[config.mk]
export PLATFORM = sky130hd
export DESIGN_NAME = operand_bram_writer
export DESIGN_NICKNAME = d
export VERILOG_FILES = /design/src/rtl/operand_bram_writer.sv
export SDC_FILE = /design/constraint.sdc
export NUM_CORES = 1
export LEC_CHECK = 0
export ABC_CLOCK_PERIOD_IN_PS = 1700
export BUFFER_PORTS_ARGS = -buffer_cell sky130_fd_sc_hd__buf_4
export CAP_MARGIN = 10
export CORE_MARGIN = 8
export CORE_UTILIZATION = 48
export CTS_CLUSTER_DIAMETER = 120
export DETAILED_ROUTE_END_ITERATION = 10
export PLACE_DENSITY = 0.83
export SYNTH_ARGS = -nofsm -noshare
export SYNTH_HDL_FRONTEND = slang
export SYNTH_SLANG_ARGS = --single-unit
[constraint.sdc]
create_clock -name clk -period 1.7 [get_ports clk]
set_input_delay 0.085 -clock clk [delete_from_list [all_inputs] [get_ports clk]]
set_output_delay 0.085 -clock clk [all_outputs]
set_load 0.01 [all_outputs]
[src/rtl/operand_bram_writer.sv]
`default_nettype none
// ============================================================================
// Module   : operand_bram_writer
// Brief    : Streams 2*DEPTH operand words into BRAM A then BRAM B and holds
//            the downstream reader in reset until both vectors are committed.
// Revision : 1.0
// ============================================================================
module operand_bram_writer #(
    parameter int DATA_W = 32,
    parameter int ADDR_W = 4,
    parameter int DEPTH  = 16
) (
    input  logic              clk,
    input  logic              reset,
    input  logic              start,
    input  logic [DATA_W-1:0] in_data,
    input  logic              in_valid,
    output logic              in_ready,
    output logic              wea_a,
    output logic [ADDR_W-1:0] addra_a,
    output logic [DATA_W-1:0] dina_a,
    output logic              wea_b,
    output logic [ADDR_W-1:0] addra_b,
    output logic [DATA_W-1:0] dina_b,
    output logic              busy,
    output logic              load_done,
    output logic              reader_reset
);

    localparam logic [1:0] c_st_idle   = 2'd0;
    localparam logic [1:0] c_st_load_a = 2'd1;
    localparam logic [1:0] c_st_load_b = 2'd2;
    localparam logic [1:0] c_st_done   = 2'd3;

    localparam logic [ADDR_W-1:0] c_last = ADDR_W'(DEPTH - 1);
    localparam logic [ADDR_W-1:0] c_one  = ADDR_W'(1);

    logic [1:0]        r_state;
    logic [1:0]        w_next;
    logic [ADDR_W-1:0] r_count;
    logic              w_in_ready;
    logic              w_busy;
    logic              w_hs;
    logic              w_last;
    logic              r_wea_a;
    logic              r_wea_b;
    logic [ADDR_W-1:0] r_addra_a;
    logic [ADDR_W-1:0] r_addra_b;
    logic [DATA_W-1:0] r_dina_a;
    logic [DATA_W-1:0] r_dina_b;
    logic              r_load_done;
    logic              r_reader_reset;

    assign w_hs   = in_valid & w_in_ready;
    assign w_last = (r_count == c_last);

    always_ff @(posedge clk) begin
        if (reset) begin
            r_state <= c_st_idle;
        end else begin
            r_state <= w_next;
        end
    end

    always_comb begin
        w_next = r_state;
        case (r_state)
            c_st_idle:   if (start)          w_next = c_st_load_a;
            c_st_load_a: if (w_hs && w_last) w_next = c_st_load_b;
            c_st_load_b: if (w_hs && w_last) w_next = c_st_done;
            c_st_done:                       w_next = c_st_idle;
            default:                         w_next = c_st_idle;
        endcase
    end

    // in_ready is a pure decode of the state register, so in_valid never loops back into it
    always_comb begin
        w_in_ready = 1'b0;
        w_busy     = 1'b0;
        case (r_state)
            c_st_load_a, c_st_load_b: begin
                w_in_ready = 1'b1;
                w_busy     = 1'b1;
            end
            c_st_done: w_busy = 1'b1;
            default: begin
                w_in_ready = 1'b0;
                w_busy     = 1'b0;
            end
        endcase
    end

    always_ff @(posedge clk) begin
        if (reset) begin
            r_count        <= '0;
            r_wea_a        <= 1'b0;
            r_wea_b        <= 1'b0;
            r_addra_a      <= '0;
            r_addra_b      <= '0;
            r_dina_a       <= '0;
            r_dina_b       <= '0;
            r_load_done    <= 1'b0;
            r_reader_reset <= 1'b1;
        end else begin
            r_wea_a     <= w_hs && (r_state == c_st_load_a);
            r_wea_b     <= w_hs && (r_state == c_st_load_b);
            r_load_done <= (r_state == c_st_done);

            if ((r_state == c_st_idle) && start) begin
                r_count <= '0;
            end else if (w_hs) begin
                r_count <= r_count + c_one;
            end

            // Release the reader only once the final B write has committed
            if ((r_state == c_st_idle) && start) begin
                r_reader_reset <= 1'b1;
            end else if (r_state == c_st_done) begin
                r_reader_reset <= 1'b0;
            end

            if (w_hs && (r_state == c_st_load_a)) begin
                r_addra_a <= r_count;
                r_dina_a  <= in_data;
            end
            if (w_hs && (r_state == c_st_load_b)) begin
                r_addra_b <= r_count;
                r_dina_b  <= in_data;
            end
        end
    end

    assign in_ready     = w_in_ready;
    assign busy         = w_busy;
    assign wea_a        = r_wea_a;
    assign wea_b        = r_wea_b;
    assign addra_a      = r_addra_a;
    assign addra_b      = r_addra_b;
    assign dina_a       = r_dina_a;
    assign dina_b       = r_dina_b;
    assign load_done    = r_load_done;
    assign reader_reset = r_reader_reset;

endmodule
`default_nettype wire
Word-level counts from Yosys, hierarchy flattened

Cells that the tools add are included.

Register bits: 82
Output and inout bits: 78
Input bits: 36

Mux-type cells: 6
Bitwise logic cells: 1
Eq/ne operators: 7
$add $sub $neg: 1
Reductions and logical operators: 9

Operators by type and width:

| cell                | count |
|---|---|
| $pmux 2 s4          | 1 |
| $mux 2              | 3 |
| $ne 2x2->1 const B  | 3 |
| $add 4x1->4 const B | 1 |
| $eq 2x2->1 const B  | 2 |
| $eq 4x4->1 const B  | 1 |
| $logic_and 1x1->1   | 4 |
| $reduce_or 2->1     | 2 |
| $reduce_and 3->1    | 1 |
| $reduce_or 3->1     | 1 |
| $eq 2x1->1 const B  | 1 |
| $logic_not 2->1     | 1 |
| $mux 1              | 2 |
| $and 1x1->1         | 1 |

Logic depth before layout (Yosys ltp)

Gate-level depths: netlist (run 1).

Word-level depth: 7
Gate-level depth with buffers: 7

Worst setup path after synthesis (run 1)

OpenSTA, ideal clock, no wires.

Path type: reg2reg
Start point: register r_state[0]
End point: register r_count[3]
Clock period less this slack: 1,527 ps
Slack: 173 ps
Buffers on the path: 0
Cell stages (with the launch flop): 6
Library setup time: 70 ps
Arrival time: 1,458 ps
Cells stage by stage: dfxtp_1 > inv_1 > ha_1 > nand2_1 > or3_1 > a21oi_1

Longest elaborated chain between the ends: 4
Elaborated cells on any way between the ends: 8

Ends and longest elaborated chain:

| item                                     | line | source |
|---|---|---|
| start, declared                          | 38   | `logic [1:0] r_state;` |
| start signal, assigned                   | 59   | `r_state <= c_st_idle;` |
| start signal, assigned                   | 61   | `r_state <= w_next;` |
| $eq 2x1->1 or $eq 2x2->1 (tied branches) | 80   | `case (r_state)` |
| $reduce_or 2->1 (*)                      | -    |  |
| $mux 1 (*)                               | 80   |  |
| net in_ready                             | 18   | `output logic in_ready,` |
| $and 1x1->1 (*)                          | 54   | `assign w_hs = in_valid & w_in_ready;` |
| end signal, assigned                     | 112  | `r_count <= r_count + c_one;` |
| end, declared                            | 40   | `logic [ADDR_W-1:0] r_count;` |

The timed path passes the listed nets; every way through them passes the cells marked *.
A chain may end at the register's enable or synchronous reset.

Worst setup path in the final report (run 1)

Start point: register r_state[0]
End point: register r_dina_a[8], in the netlist dina_a[8]

Longest elaborated chain between the ends: 5
Elaborated cells on any way between the ends: 6

Ends and longest elaborated chain:

| item                                     | line    | source |
|---|---|---|
| $eq 2x1->1 or $eq 2x2->1 (tied branches) | 80, 122 |  |
| $reduce_or 2->1                          | -       |  |
| $mux 1                                   | 80      |  |
| $and 1x1->1                              | 54      |  |
| $logic_and 1x1->1 (*)                    | 122     | `if (w_hs && (r_state == c_st_load_a)) begin` |
| end signal, assigned                     | 124     | `r_dina_a <= in_data;` |
| end, declared                            | 49      | `logic [DATA_W-1:0] r_dina_a;` |

Mark *: on every way between the ends. The rest lies on a longest branch, timed or not.

==> results by group, run 1 <==
Routing
  • ANT nets after route: 0
  • DR vias: 2,892
  • Drt pass-1 iters: 5
  • Via density: around 5
  • DRC viols: 0
  • DR WL/cell: 15.2 µm
  • Total wire length: 8.79 mm
  • Drt initial violations: 121

GRT
  • Vias in the first global route: 2,852
  • Largest net degree at the start of global routing: 51
  • All-Layer GR Usage: 19.2%
  • Initial antenna violation count: 0
  • GRT overflow: 0
  • First-pass GRT wire length: 13.7 mm
  • GR Util met2: 33.2%
  • Top Usage Layer GRT: met2
  • GRT met1 Usage: 21.6%
  • Met3 Resource Use GR: under 10%

Critical path
  • Worst setup EP type: flop
  • CP Launch Type: flop
  • Data required time of the worst path: 1.96 ns
  • Crit-path max cell delay: 0.40 ns
  • Worst reg2reg path depth: 6
  • Critical path type: flop to flop
  • Slowest-stage cell, CP: dfxtp_1
  • Crit-path cells: inv_1 > ha_4 > and3_2 > buf_12 > nand2_1 > a21oi_1
  • Crit path DAT: 1.81 ns
  • Maximum fanout along the worst path: 21

Clocking
  • CTS tree: done
  • Worst-path clk slew: 0.07 ns
  • Clk sink count: 82
  • Clock buffer depth: 2
  • Clk Latency, worst-skew pair: 0.34 ns
  • Cts bufs inserted: 9
  • H-tree levels: 3
  • CTS root buffer: clkbuf_8

Layout
  • Storage cell area: 1640 µm²
  • Most frequent cells in the layout: nand2_1, buf_4, dfxtp_1, a21oi_1, dlygate4sd3_1
  • Multi-input logic area: 1210 µm²
  • Commonest non-fill, non-tap cell in the layout: nand2_1
  • Fin util: between 70% and 80%
  • Design area: roughly 4400 µm²
  • Area Growth Syn to Fin: 45.7%
  • Fillers: approximately 470
  • Fraction of layout cells with a size suffix above 1: approximately 29%
  • Layout net count: 543

STA
  • Setup Skew: 0.00860 ns
  • Fin crit share: 91.1%
  • Final setup fails: 0
  • Slew margin rel.: 67.1%
  • Final Hold Viols: 0
  • Worst slew pin tran: 0.494 ns
  • Final Max Slew Viols: 0
  • Hold Slack: 0.0162 ns
  • Post-route minimum period: about 1.5 ns
  • Max frequency: approximately 650 MHz
  • RSZ-0062 raised after global routing: false

Logic synthesis
  • Synthesized area: roughly 3000 µm²
  • Avg Inst Size Synth: a little over 8 µm²
  • Synth Flop Type: dfxtp_1
  • Cells after synthesis: about 360
  • Dominant cell type by area after synthesis: dfxtp_1
  • Mux contribution to synthesized area: less than 1%
  • Largest cells by area after synthesis: dfxtp_1, nand2_1, a21oi_1
  • Synth Area in Compound Gates: 14.4%
  • Sequential fraction of the synthesis area: 54.8%
  • Post-synth top area share: 54.8%
  • Main combinational cell family by area after synthesis: simple AND/OR/NAND/NOR gates
  • Simple-gate share of the synthesized area: a little over a fifth
  • Post-synth ARST share: 0%
  • Yosys reg bits: 82
  • Synth unique cells: 26
  • EDFF count, synth: 0
  • Post-synthesis adder-cell area fraction: under 10%
  • Post-Synth XOR/XNOR Area: 0.584%
  • Post-Syn Nets: 406
  • YS warnings: 0

Floorplanning
  • Row count: 28
  • Chip height: 95.0 µm
  • Ports: 114
  • Die area: 9030 µm²
  • Starting Density: approximately half
  • Die Wd: approximately 95 µm
  • Core Area: between 5000 and 6000 µm²

Place
  • Post-DP Area: 3900 µm²
  • Routability congestion estimate from global placement: 0.866
  • Hpwl dp: 6.03 mm
  • Port Buffers: 113

Worst hold path
  • Worst hold path class: input port to flop
  • WHS Path Cells: 3

Power
  • P_leak: 1.80 nW
  • Power Density: 1060 nW/µm²
  • Power Total: 4.64 mW
  • Max VDD drop: 947 µV

Status
  • Status: completed

Run
  • Max-cap violations: 0
==> metal layers <==
metal	share of wire [%]	vias up
met5	0	-
met4	1.0	0
met3	7.7	8
met2	52	104
met1	40	1336
li1	-	1444
==> through the flow <==
step	TNS [ns]	instances	setup slack [ns]
floorplan	0	364	0.173
global placement	0	537	0.136
detailed placement	-0.159	537	-0.0397
CTS	0	579	0.0165
global route	0	579	0.0279
finish	0	580	0.152
==> kinds of logic (layout without fill, tap and decap cells) <==
logic type | after synthesis | after routing
fa+ha+maj | 6 | 6
buf+inv | 28 | 168
simple gates | 164 | 164
flops | 82 | 82
xor+xnor | 2 | 2
compound gates | 80 | 80
other cells | 0 | 1
mux | 2 | 2
==> cell type report <==
class	count	area share (%)
Tap cell	75	2.15
Clock buffer	10	2.92
Inverter	4	0.344
Timing Repair Buffer	150	28.3
Antenna cell	1	0.0573
Clock inverter	4	1.03
Multi-Input combinational cell	254	27.6
Sequential cell	82	37.6
==> state kept, by name (all words and copies together) (netlist names) <==
name / cells
r_count: 4
load_done: 1
wea_b: 1
wea_a: 1
r_state: 2
addra_a: 4
dina_b: 32
addra_b: 4
dina_a: 32
reader_reset: 1
==> power breakdown <==
| part | leakage, nW | switching, mW | internal (mW) |
|---|---|---|---|
| clock network | 0.0918 | 0.632 | 0.656 |
| logic | 1.05 | 0.625 | 0.564 |
| registers | 0.662 | 0.0960 | 2.07 |
| total | 1.80 | 1.35 | 3.29 |
==> worst paths after layout <==
path	start	end	slack [ns]
min reg2reg	dina_a[4]	dina_a[4]	0.46
max	r_state[0]	dina_a[8]	0.15
max reg2reg	r_state[0]	dina_a[8]	0.15
min	in_data[30]	dina_b[30]	0.02
==> critical path, delay by kind of cell (launching register included) <==
kind | cells | cell delay [ns]
fa+ha+maj | 1 | 0.33
flops | 1 | 0.40
simple gates | 2 | 0.30
buf+inv | 2 | 0.29
compound gates | 1 | 0.15
==> cells in the mapped netlist (2+ instances only) <==
library cell	n
dfxtp_1	82
buf_4	5
mux2i_1	2
inv_1	4
nand2b_1	2
buf_2	8
nand2_1	146
a21oi_1	70
xor2_1	2
a21oi_2	4
nand3_1	3
ha_1	6
and3_1	2
nor2_1	6
clkbuf_1	7
a21o_1	2
buf_6	4
==> what timing repair did <==
action | CTS | global route
hold endpoints to repair | 48 | 0
buffers inserted | 0 | 0
hold buffers | 28 | 0
endpoints found under the setup margin | 6 | 27
resized for setup | 1 | 3
No activity file was read; power rests on OpenSTA's default activity.
==> inputs of run 2 (changes only) <==
CTS_BUF_LIST = sky130_fd_sc_hd__clkbuf_16   (was unset)
==> run 2 against run 1 <==
Effect of this change:
- sequential share of layout area is 1.6 points higher
- sequential power hardly changed
- combinational power is 5% lower
- maximum frequency is 0.55% lower
- count of clock-buffer cells in the layout is 1 lower
- clock power is 39% higher
- critical path depth is 1 lower
- first-iteration DRC count is 24% lower
- global-route usage is 1.1 points lower
- wire length is 5.2% lower
- largest power group unchanged
==> results by group, run 2 (synthesized netlist as in run 1, its figures left out) <==
Status
  • Status: completed

GRT
  • All-Layer GR Usage: 18.2% (-1.1 points)
  • Vias in the first global route: 2,762 (-3.2%)
  • GRT overflow: 0 (unchanged)
  • Largest net degree at the start of global routing: 51 (unchanged)
  • Initial antenna violation count: 0 (unchanged)
  • First-pass GRT wire length: 13.0 mm (-5.1%)

Clocking
  • CTS tree: done
  • H-tree levels: 3 (unchanged)
  • Clk sink count: 82 (unchanged)
  • Clock buffer depth: 2 (unchanged)
  • Setup bufs post-CTS: 0 (unchanged)
  • Clk Latency, worst-skew pair: 0.33 ns (about the same)
  • Worst-path clk slew: 0.06 ns (about the same)
  • Cts bufs inserted: 9 (unchanged)
  • CTS root buffer: clkbuf_16

Place
  • Routability congestion estimate from global placement: 0.866 (unchanged)
  • Post-DP Area: 3900 µm² (unchanged)
  • Placement Setup Slack: -0.0397 ns (unchanged)
  • Hpwl dp: 6.03 mm (unchanged)
  • Placed Cells incl. Taps: 537 (unchanged)
  • Port Buffers: 113 (unchanged)

STA
  • Final setup fails: 0 (unchanged)
  • Final Hold Viols: 0 (unchanged)
  • Final Max Slew Viols: 0 (unchanged)
  • Final WS setup: 0.144 ns (-0.00849 ns)
  • Final setup TNS: 0 ns (unchanged)
  • Max frequency: 642 MHz (-0.55%)
  • RSZ-0062 raised after global routing: false
  • Fin crit share: 91.6% (+0.50 points)
  • Worst slew pin tran: 0.499 ns (+0.00496 ns)
  • Slew margin rel.: 66.7% (-0.33 points)
  • Setup Skew: 0.00723 ns (-0.00137 ns)
  • Hold Slack: 0.0121 ns (-0.00410 ns)
  • Post-route minimum period: 1.56 ns (+0.00849 ns)

Routing
  • DR WL/cell: 15.1 µm (-0.17%)
  • DR vias: 2,782 (-3.8%)
  • Total wire length: 8.33 mm (-5.2%)
  • ANT nets after route: 0 (unchanged)
  • Max Used Layer: met4
  • Drt initial violations: 92 (-24%)
  • Metal2 WL: 4.06 mm (-11%)
  • Via density: 5.05 (+1.3%)
  • DRC viols: 0 (unchanged)
  • Metal3 WL: 672 µm (-0.88%)
  • Drt pass-1 iters: 5 (unchanged)
  • M1 WL: 3.44 mm (-1.3%)

Power
  • P_leak: 1.73 nW (-3.7%)
  • Max VDD drop: 1040 µV (+10%)
  • Power Density: 1220 nW/µm² (+14%)

Floorplanning
  • Ports: 114 (unchanged)
  • Starting Density: 50.0% (unchanged)
  • Core Area: 5990 µm² (unchanged)
  • Row count: 28 (unchanged)
  • Chip height: 95.0 µm (unchanged)
  • Die Wd: 95.0 µm (unchanged)
  • Die area: 9030 µm² (unchanged)

Layout
  • Fin cells: 551 (-5.0%)
  • Diodes inserted: 0 (-1)
  • Fraction of layout cells with a size suffix above 1: 30.3% (+1.7 points)
  • Commonest non-fill, non-tap cell in the layout: nand2_1
  • Area Growth Syn to Fin: 39.7%
  • Design area: 4190 µm² (-4.2%)
  • Most frequent cells in the layout: nand2_1, buf_4, dfxtp_1, a21oi_1, clkbuf_16
  • Layout net count: 515 (-5.2%)

Critical path
  • Critical path type: flop to flop
  • Crit path DAT: 1.81 ns (about the same)
  • Maximum fanout along the worst path: 8 (-62%)
  • CP Launch Type: flop
  • Worst reg2reg path depth: 5 (-1)
  • Data required time of the worst path: 1.95 ns (about the same)
  • Worst setup EP type: flop

Worst hold path
  • WHS Path Cells: 3 (unchanged)
  • Worst hold path class: input port to flop

Run
  • Max-cap violations: 0 (unchanged)
-- run 2: path summary, 6_finish.rpt --
| check | startpoint | end | slack [ns] |
|---|---|---|---|
| worst max-delay path | r_state[0] | r_count[3] | 0.14 |
| worst min-delay path | in_data[29] | dina_b[29] | 0.01 |
| worst max register to register | r_state[0] | r_count[3] | 0.14 |
| worst min register to register | dina_a[19] | dina_a[19] | 0.45 |
-- run 2: cell type report --
cell class                      count  area, µm²
Clock buffer                        9        225
Clock inverter                      5       48.8
Fill cell                         487       1800
Inverter                            4       15.0
Multi-Input combinational cell    254       1210
Sequential cell                    82       1640
Tap cell                           75       93.8
Timing Repair Buffer              122        957
-- run 2: timing repair --
action / 4_1_cts / 5_1_grt
gates resized for setup: 1 / 3
setup endpoints to repair: 6 / 21
hold buffers: 0 / 0
hold endpoints to repair: 0 / 0
-- run 2: routing by layer --
metal | GRT usage [%] | vias to the layer above
met3 | 5.19 | 17
met1 | 20.5 | 1267
met5 | 0 | -
li1 | - | 1388
met4 | 8.19 | 0
met2 | 31.1 | 110
-- run 2: worst max-delay path: stages, from the launching register on --
cell and delay, ns:
dfxtp_1 0.39, inv_1 0.13, ha_4 0.33, nand2_1 0.11
or3_1 0.38, a21oi_1 0.15
-- run 2: per-stage QoR --
| stage | utilization, % | power, mW |
|---|---|---|
| 6_report | 69.9 | 5.09 |
| 5_1_grt | 69.9 | 5.35 |
| 4_1_cts | 69.7 | 5.10 |
| 3_5_place_dp | 65.0 | 3.31 |
| 3_3_place_gp | 65.0 | 3.26 |
| 2_1_floorplan | - | 2.83 |
-- run 2: where the power goes --
part | total, mW | internal [mW] | leakage, nW | switching [mW]
sequential | 2.17 | 2.07 | 0.662 | 0.0949
clock | 1.79 | 1.11 | 0.142 | 0.688
combinational | 1.13 | 0.523 | 0.930 | 0.611
